**src/rtl/fabric_reset_sequencer_if.sv**
```systemverilog
// Lock input, software reset request and staged reset outputs of the fabric reset sequencer.
interface fabric_reset_sequencer_if;
    logic       CCC_LOCK;
    logic       SW_RESET_REQ;
    logic       FAB_RESET_N;
    logic       PERIPH_RESET_N;
    logic       READY;
    logic [7:0] LOCK_LOST_CNT;

    modport master (
        output CCC_LOCK,
        output SW_RESET_REQ,
        input  FAB_RESET_N,
        input  PERIPH_RESET_N,
        input  READY,
        input  LOCK_LOST_CNT
    );

    modport slave (
        input  CCC_LOCK,
        input  SW_RESET_REQ,
        output FAB_RESET_N,
        output PERIPH_RESET_N,
        output READY,
        output LOCK_LOST_CNT
    );
endinterface

```
**src/rtl/fabric_reset_sequencer.sv**
```systemverilog
// Staged fabric/peripheral reset release driven by a synchronized CCC lock, with
// re-assertion on lock loss or software request and a saturating lock-loss counter.
//
// state     | meaning
// WAIT_LOCK | both resets asserted, waiting for lock_s
// STABLE    | both resets asserted, lock_s must stay high STABLE_CYCLES cycles
// GAP       | fabric released, peripherals held STAGE_GAP cycles
// RUN       | everything released, READY high
// SW_HOLD   | both resets held SW_HOLD_CYCLES cycles after a software request
module fabric_reset_sequencer #(
    parameter int unsigned SYNC_STAGES    = 2,
    parameter int unsigned STABLE_CYCLES  = 1024,
    parameter int unsigned STAGE_GAP      = 16,
    parameter int unsigned SW_HOLD_CYCLES = 32
) (
    input  logic                     CLK,
    input  logic                     RESETN,
    fabric_reset_sequencer_if.slave  bus
);

    localparam logic [2:0] WAIT_LOCK = 3'd0;
    localparam logic [2:0] STABLE    = 3'd1;
    localparam logic [2:0] GAP       = 3'd2;
    localparam logic [2:0] RUN       = 3'd3;
    localparam logic [2:0] SW_HOLD   = 3'd4;

    localparam logic [15:0] STABLE_LAST = 16'(STABLE_CYCLES - 1);
    localparam logic [15:0] GAP_LAST    = 16'(STAGE_GAP - 1);
    localparam logic [15:0] HOLD_LAST   = 16'(SW_HOLD_CYCLES - 1);

    logic [SYNC_STAGES-1:0] sync_q, sync_d;
    logic [2:0]             state_q, state_d;
    logic [15:0]            cnt_q, cnt_d;
    logic                   fab_q, fab_d;
    logic                   periph_q, periph_d;
    logic                   ready_q, ready_d;
    logic [7:0]             lost_q, lost_d;
    logic                   lock_s;
    logic [7:0]             lost_inc;

    assign lock_s   = sync_q[SYNC_STAGES-1];
    assign lost_inc = (lost_q == 8'hFF) ? lost_q : lost_q + 8'd1;

    always_comb begin
        sync_d = {sync_q[SYNC_STAGES-2:0], bus.CCC_LOCK};
    end

    always_comb begin
        state_d  = state_q;
        cnt_d    = cnt_q + 16'd1;
        fab_d    = fab_q;
        periph_d = periph_q;
        ready_d  = ready_q;
        lost_d   = lost_q;
        case (state_q)
            WAIT_LOCK: begin
                cnt_d    = '0;
                fab_d    = 1'b0;
                periph_d = 1'b0;
                ready_d  = 1'b0;
                if (lock_s) state_d = STABLE;
            end
            STABLE: begin
                if (!lock_s) begin
                    state_d = WAIT_LOCK;
                    cnt_d   = '0;
                end else if (cnt_q == STABLE_LAST) begin
                    state_d = GAP;
                    cnt_d   = '0;
                    fab_d   = 1'b1;
                end
            end
            GAP: begin
                if (!lock_s) begin
                    state_d = WAIT_LOCK;
                    cnt_d   = '0;
                    fab_d   = 1'b0;
                end else if (cnt_q == GAP_LAST) begin
                    state_d  = RUN;
                    cnt_d    = '0;
                    periph_d = 1'b1;
                    ready_d  = 1'b1;
                end
            end
            RUN: begin
                cnt_d = '0;
                // lock loss takes priority; a coincident software request is dropped
                if (!lock_s) begin
                    state_d  = WAIT_LOCK;
                    fab_d    = 1'b0;
                    periph_d = 1'b0;
                    ready_d  = 1'b0;
                    lost_d   = lost_inc;
                end else if (bus.SW_RESET_REQ) begin
                    state_d  = SW_HOLD;
                    fab_d    = 1'b0;
                    periph_d = 1'b0;
                    ready_d  = 1'b0;
                end
            end
            SW_HOLD: begin
                if (!lock_s) begin
                    state_d = WAIT_LOCK;
                    cnt_d   = '0;
                    lost_d  = lost_inc;
                end else if (cnt_q == HOLD_LAST) begin
                    // lock never dropped, so skip re-stabilizing and go straight to the gap
                    state_d = GAP;
                    cnt_d   = '0;
                    fab_d   = 1'b1;
                end
            end
            default: begin
                state_d  = WAIT_LOCK;
                cnt_d    = '0;
                fab_d    = 1'b0;
                periph_d = 1'b0;
                ready_d  = 1'b0;
            end
        endcase
    end

    always_ff @(posedge CLK or negedge RESETN) begin
        if (!RESETN) begin
            sync_q   <= '0;
            state_q  <= WAIT_LOCK;
            cnt_q    <= '0;
            fab_q    <= 1'b0;
            periph_q <= 1'b0;
            ready_q  <= 1'b0;
            lost_q   <= '0;
        end else begin
            sync_q   <= sync_d;
            state_q  <= state_d;
            cnt_q    <= cnt_d;
            fab_q    <= fab_d;
            periph_q <= periph_d;
            ready_q  <= ready_d;
            lost_q   <= lost_d;
        end
    end

    assign bus.FAB_RESET_N    = fab_q;
    assign bus.PERIPH_RESET_N = periph_q;
    assign bus.READY          = ready_q;
    assign bus.LOCK_LOST_CNT  = lost_q;

endmodule

```
**src/flat_wrapper.sv**
```systemverilog
// flat-port wrapper written by rule: the top's interface ports become plain ports
module fabric_reset_sequencer_flat 
#(
    parameter int unsigned SYNC_STAGES    = 2,
    parameter int unsigned STABLE_CYCLES  = 1024,
    parameter int unsigned STAGE_GAP      = 16,
    parameter int unsigned SW_HOLD_CYCLES = 32
)
  (CLK, RESETN, bus_CCC_LOCK, bus_SW_RESET_REQ, bus_FAB_RESET_N, bus_PERIPH_RESET_N, bus_READY, bus_LOCK_LOST_CNT);
  fabric_reset_sequencer_if bus_i ();
  input  logic CLK;
  input  logic RESETN;
  input wire logic [$bits(bus_i.CCC_LOCK)-1:0] bus_CCC_LOCK;
  input wire logic [$bits(bus_i.SW_RESET_REQ)-1:0] bus_SW_RESET_REQ;
  output wire logic [$bits(bus_i.FAB_RESET_N)-1:0] bus_FAB_RESET_N;
  output wire logic [$bits(bus_i.PERIPH_RESET_N)-1:0] bus_PERIPH_RESET_N;
  output wire logic [$bits(bus_i.READY)-1:0] bus_READY;
  output wire logic [$bits(bus_i.LOCK_LOST_CNT)-1:0] bus_LOCK_LOST_CNT;
  assign bus_i.CCC_LOCK = bus_CCC_LOCK;
  assign bus_i.SW_RESET_REQ = bus_SW_RESET_REQ;
  assign bus_FAB_RESET_N = bus_i.FAB_RESET_N;
  assign bus_PERIPH_RESET_N = bus_i.PERIPH_RESET_N;
  assign bus_READY = bus_i.READY;
  assign bus_LOCK_LOST_CNT = bus_i.LOCK_LOST_CNT;
  fabric_reset_sequencer #(.SYNC_STAGES(SYNC_STAGES), .STABLE_CYCLES(STABLE_CYCLES), .STAGE_GAP(STAGE_GAP), .SW_HOLD_CYCLES(SW_HOLD_CYCLES)) u_core (.CLK(CLK), .RESETN(RESETN), .bus(bus_i));
endmodule
```
**config.mk**
```make
export PLATFORM = sky130hd
export DESIGN_NAME = fabric_reset_sequencer_flat
export DESIGN_NICKNAME = d
export VERILOG_FILES = /design/src/rtl/fabric_reset_sequencer_if.sv /design/src/rtl/fabric_reset_sequencer.sv /design/src/flat_wrapper.sv
export SDC_FILE = /design/constraint.sdc
export NUM_CORES = 1
export LEC_CHECK = 0
export CELL_PAD_IN_SITES_DETAIL_PLACEMENT = 0
export CELL_PAD_IN_SITES_GLOBAL_PLACEMENT = 1
export CORE_MARGIN = 2
export CORE_UTILIZATION = 40
export CTS_CLUSTER_DIAMETER = 80
export DETAILED_ROUTE_END_ITERATION = 16
export GPL_TIMING_DRIVEN = 0
export HOLD_SLACK_MARGIN = 0.08
export PLACE_DENSITY_LB_ADDON = 0.12
export RECOVER_POWER = 25
export SYNTH_ARGS = -nofsm -noshare
export SYNTH_HDL_FRONTEND = slang
export SYNTH_SLANG_ARGS = --single-unit
export TNS_END_PERCENT = 1
```
**constraint.sdc**
```tcl
create_clock -name CLK -period 1.65 [get_ports CLK]
set_input_delay 0.2475 -clock CLK [delete_from_list [all_inputs] [get_ports CLK]]
set_output_delay 0.2475 -clock CLK [all_outputs]
set_load 0.02 [all_outputs]
```
* Word level (Yosys, flattened, before mapping)
Cells that the tools add are included.
W data, S select, Z words.
** Word-level totals
- Memories kept :: 0
- Output and inout port bits :: 11
- Bits in latches :: 0
- Input bits :: 4
- RAM bits :: 0
- ROM bits :: 0
- Word-level logic and storage cells :: 66
- Register bits after elaboration :: 31
** Cells by class
- Divide/modulo/power cells :: 0
- Mux-type cells :: 28
- $mul :: 0
- Reduce and logical (&&, ||, !) cells :: 7
- Magnitude comparators :: 0
- Shifts and indexed selects :: 0
- Add/subtract/negate cells :: 2
- Bitwise logic cells :: 3
- Eq/ne operators :: 20
** Operator list (number)
- $mux W16 :: 6
- $pmux W16 S3 :: 1
- $mux W3 :: 9
- $add A16 B1 Y16 const B :: 1
- $eq A16 B10 Y1 const B :: 1
- $eq A16 B4 Y1 const B :: 1
- $eq A16 B5 Y1 const B :: 1
- $pmux W3 S5 :: 1
- $ne A2 B1 Y1 const B :: 7
- $ne A3 B3 Y1 const B :: 4
- $mux W1 :: 9
- $add A8 B1 Y8 const B :: 1
- $eq A8 B8 Y1 const B :: 1
- $eq A3 B2 Y1 const B :: 2
- $reduce_and A6 Y1 :: 1
- $reduce_and A5 Y1 :: 1
- $pmux W1 S4 :: 1
- $reduce_and A4 Y1 :: 1
- $reduce_or A2 Y1 :: 2
- $eq A3 B1 Y1 const B :: 1
- $eq A3 B3 Y1 const B :: 1
- $logic_not A3 Y1 :: 1
- $not A1 Y1 :: 3
- $pmux W1 S3 :: 1
- 2 further kinds :: 2

* Logic depth before layout (Yosys ltp)
- Word-level depth :: 4
- Depth in mapped cells :: 8
- Mapped depth without buffers :: 6

* Worst setup path after synthesis
Ideal clock, no wire load.
- Path kind :: register to register
- From :: reg u_core.cnt_q[0]
- To :: reg u_core.fab_q, in the netlist u_core.bus.FAB_RESET_N
- Path buffers :: 0
- Setup time :: 125 ps
- Cell stages (with the launch flop) :: 7
- Path slack :: -169 ps
- Data required time :: 1525 ps
- Clock period less this slack :: 1819 ps
- Arrival :: 1694 ps
- Cells stage by stage :: dfrtp_1 -> ha_1 -> nand3_1 -> nor3_2 -> a311oi_2 -> nor3_1 -> mux2_2
** On the way
- Longest elaborated chain between the ends :: 3
- Elaborated cells between the ends (all ways) :: 5
- Classes of those cells :: eq/ne (4); reduce/logical (1)
** RTL lines
- from (decl) :: RTL line fabric_reset_sequencer.sv:33 : logic [15:0] cnt_q, cnt_d;
- from (signal assigned) :: RTL line fabric_reset_sequencer.sv:135 : cnt_q <= cnt_d;
- $eq A16 B5 Y1 / $eq A16 B10 Y1 (equally long branches) :: RTL line fabric_reset_sequencer.sv:106, fabric_reset_sequencer.sv:67
- $ne A2 B1 Y1 (no line)
- $reduce_and A6 Y1 (no line) *
- to (signal assigned) :: RTL line fabric_reset_sequencer.sv:128 : fab_q <= 1'b0;
- to (signal assigned) :: RTL line fabric_reset_sequencer.sv:136 : fab_q <= fab_d;
- to (decl) :: RTL line fabric_reset_sequencer.sv:34 : logic fab_q, fab_d;
Every way passes the cells marked *; elsewhere a longest branch is shown, timed or not.
A chain may end at the register's enable or synchronous reset.

* Final worst setup path
- From :: reg u_core.cnt_q[1]
- To :: reg u_core.cnt_q[3]
** On the way
- Longest elaborated chain between the ends :: 4
- Elaborated cells between the ends (all ways) :: 11
- Classes of those cells :: add/sub (1); eq/ne (3); mux (7)
** RTL lines
- $add A16 B1 Y16 (tied with other cells) :: RTL line fabric_reset_sequencer.sv:50 : cnt_d = cnt_q + 16'd1;
- $mux W16, on equally long branches :: RTL line fabric_reset_sequencer.sv:106, fabric_reset_sequencer.sv:78, fabric_reset_sequencer.sv:67
- $mux W16, on equally long branches :: RTL line fabric_reset_sequencer.sv:102, fabric_reset_sequencer.sv:74, fabric_reset_sequencer.sv:64
- $pmux W16 S3 * :: RTL line fabric_reset_sequencer.sv:55 : case (state_q)
- via u_core.cnt_d[3] :: RTL line fabric_reset_sequencer.sv:33
Mark *: on every way through the listed nets, which the timed path passes. The rest lies on a longest branch.

==> results.sh <==
export IMPL_cts_hold_buffers=0
export IMPL_max_slew_margin_pct=61.70
export IMPL_tritoncts="built"
export IMPL_worstSetupPathType="reg2reg"
export IMPL_critPathLaunchType="flip-flop"
export IMPL_coreArea_um2=3716
export IMPL_final_hold_violation_count=0
export IMPL_grt_pass1_vias=1182
export IMPL_synth_nets=156
export IMPL_r2r_slack_ns=-0.15
export IMPL_root_buffer="clkbuf_8"
export IMPL_drt_iter0_markers=51
export IMPL_portBuffers=14
export IMPL_fin_ws_ns=-0.1494
export IMPL_clk_path_buf_depth=2
export IMPL_p_leak_uw=0.0008769
export IMPL_netlist_instances=150
export IMPL_post_route_min_period_ns=1.799
export IMPL_synth_seq_area_share_pct=49.17
export IMPL_grt_max_degree=21
export IMPL_htree_levels=2
export IMPL_arrival_ns=2.01
export IMPL_path_depth=8
export IMPL_setup_tns_ns=-2.565
export IMPL_max_stage_delay_ns=0.42
export IMPL_required_ns=1.86
export IMPL_finish_utilization_pct=55.69
export IMPL_grt_pass1_wl_um=5506
export IMPL_cts_sinks=31
export IMPL_clkTransAtPathRegs_ns=0.07
export IMPL_first_pass_iters=4
export IMPL_dieArea_um2=4463
export IMPL_post_route_period_util_pct=109.1
export IMPL_syn_cell_area_um2=1578
export IMPL_gp_congestion=0.7806
export IMPL_fin_skew_ns=0.007307
export IMPL_finalMaxSlewViolations=0
export IMPL_final_common_cell="dfrtp_1"
export IMPL_rsz0062_at_grt="true"
export IMPL_cp_cell_sequence="ha_4 > and3_4 > and4_1 > nor2_2 > o31ai_4 > buf_6 > buf_4 > nor2_1"
export IMPL_ios=15
export IMPL_cts_made_buffers=5
export IMPL_cp_max_fo=4
export IMPL_die_width_um=66.81
export IMPL_async_flop_share_pct=100.0
export IMPL_setup_violations=21
export IMPL_ys_types=41
export IMPL_ys_seq_elements=31
export IMPL_drv_cap=0
export IMPL_antenna_cells=0
export IMPL_power_density_nw_per_um2=1080
export IMPL_final_antenna_net_count=0
export IMPL_grt_overflow=0
export IMPL_max_slew_worst_pin_slew_ns=0.5726
export IMPL_critPathSlowestCell="dfrtp_1"
export IMPL_critPathBufInv=2
export IMPL_worstHoldPathCells=0
export IMPL_start_util_pct=42.46
export IMPL_wl_per_cell_um=14.19
export IMPL_nets=189
export IMPL_final_cell_mix="dfrtp_1 (27), nor2_1 (20), xnor2_1 (15)"
export IMPL_max_freq_mhz=555.7
export IMPL_wirelength_um=3292
export IMPL_hp_class="reg2reg"
export IMPL_dp_final_hpwl_um=2183
export IMPL_num_rows=22
export IMPL_setup_worst_path_end_class="flip-flop"
export IMPL_crit_family="simple AND/OR/NAND/NOR gates"
export IMPL_layout_drive_gt1_share_pct=25.00
export IMPL_drc=0
export IMPL_via_count=1217
export IMPL_vdd_drop_max_mv=0.7269
export IMPL_yosys_warnings=0
export IMPL_grt_usage_pct=17.16
export IMPL_avgSynthCellArea_um2=10.52
export IMPL_violations="setup timing"
export IMPL_clock_latency_ns=0.29
export IMPL_antenna_found_initial=0
export IMPL_reg2reg_depth=8
export IMPL_synth_edf_count=0
export IMPL_die_height_um=66.81
export IMPL_syn_to_final_growth_pct=31.17
export IMPL_status="finished with violations"
export IMPL_ys_flop_type="dfrtp_1"
export IMPL_vias_per_cell=5.246
[cell type report]
class,instances,area [um^2]
Clock buffer,7,76.32
Timing Repair Buffer,28,269.0
Multi-Input combinational cell,112,848.3
Buffer,3,22.52
Clock inverter,1,5.005
Tap cell,48,60.06
Fill cell,327,1647
Inverter,2,7.507
Sequential cell,31,780.7
[logic make-up (layout without fill, tap and decap cells)]
logic type      after synthesis  count (layout)  share of synthesized area [%]
flops                        31              31                          49.17
compound gates               17              17                          8.961
buf+inv                       7              41                          2.934
mux                           2               2                          1.427
xor+xnor                     21              21                          11.66
simple gates                 70              70                          24.27
fa+ha+maj                     2               2                          1.586
[routing by layer]
metal / vias up / track usage [%] / wire length, um
li1: 595 / - / -
met1: 598 / 20.75 / 1484
met2: 21 / 27.75 / 1645
met3: 3 / 5.743 / 126
met4: 0 / 7.398 / 36
met5: - / 0 / 0
[cell usage after synthesis (all sizes together) (2+ instances only)]
master	instances	share of area (%)
mux2	2	1.4
nor4	3	2.1
buf	4	2.2
inv	2	0.48
xor2	6	3.3
a21oi	2	0.87
o21ai	3	0.95
nor2	23	5.6
nand4	9	3.6
ha	2	1.6
dfrtp	31	49
nor3	6	2.2
o21a	3	1.4
xnor2	15	8.3
nand2b	2	0.79
nand2	9	2.1
and3	5	2.0
and4	3	1.7
nand3	4	1.3
[state kept, by name (all words and copies together) (netlist names)]
name	cells
u_core.bus.FAB_RESET_N	1
u_core.bus.LOCK_LOST_CNT	8
u_core.bus.PERIPH_RESET_N	1
u_core.cnt_q	16
u_core.state_q	3
u_core.sync_q	2
[timing repair]
item                       CTS  global route
buffers inserted            10             3
resized for setup           12            11
setup endpoints to repair   25            30
pin swaps                   18             9
cloned                       1             0
[report_power, final]
| part | internal [uW] | switching [uW] |
|---|---|---|
| Clock | 296 | 285 |
| Combinational | 352 | 336 |
| Sequential | 846 | 119 |
| Total | 1490 | 740 |
[metrics by stage]
step / cell area (um^2) / hold slack [ns] / total power [uW] / instances / setup WS, ns
2_1_floorplan: 1610 / -0.04809 / 1339 / 150 / -0.04718
3_3_place_gp: 1810 / 0.3327 / 1548 / 212 / -0.3201
3_5_place_dp: 1826 / 0.3411 / 1567 / 213 / -0.3608
4_1_cts: 2013 / 0.3519 / 2231 / 229 / -0.1667
5_1_grt: 2069 / 0.3604 / 2371 / 232 / -0.2465
6_report: 2069 / 0.3523 / 2234 / 232 / -0.1494
[final timing paths]
check	startpoint	end
worst min-delay path	u_core.sync_q[0]	u_core.sync_q[1]
worst min register to register	u_core.sync_q[0]	u_core.sync_q[1]
max in group asynchronous	RESETN	u_core.cnt_q[10]
worst max-delay path	u_core.cnt_q[1]	u_core.cnt_q[3]
worst max register to register	u_core.cnt_q[1]	u_core.cnt_q[3]
min in group asynchronous	RESETN	u_core.cnt_q[12]
Note: power is estimated with default switching activity, not from simulation.
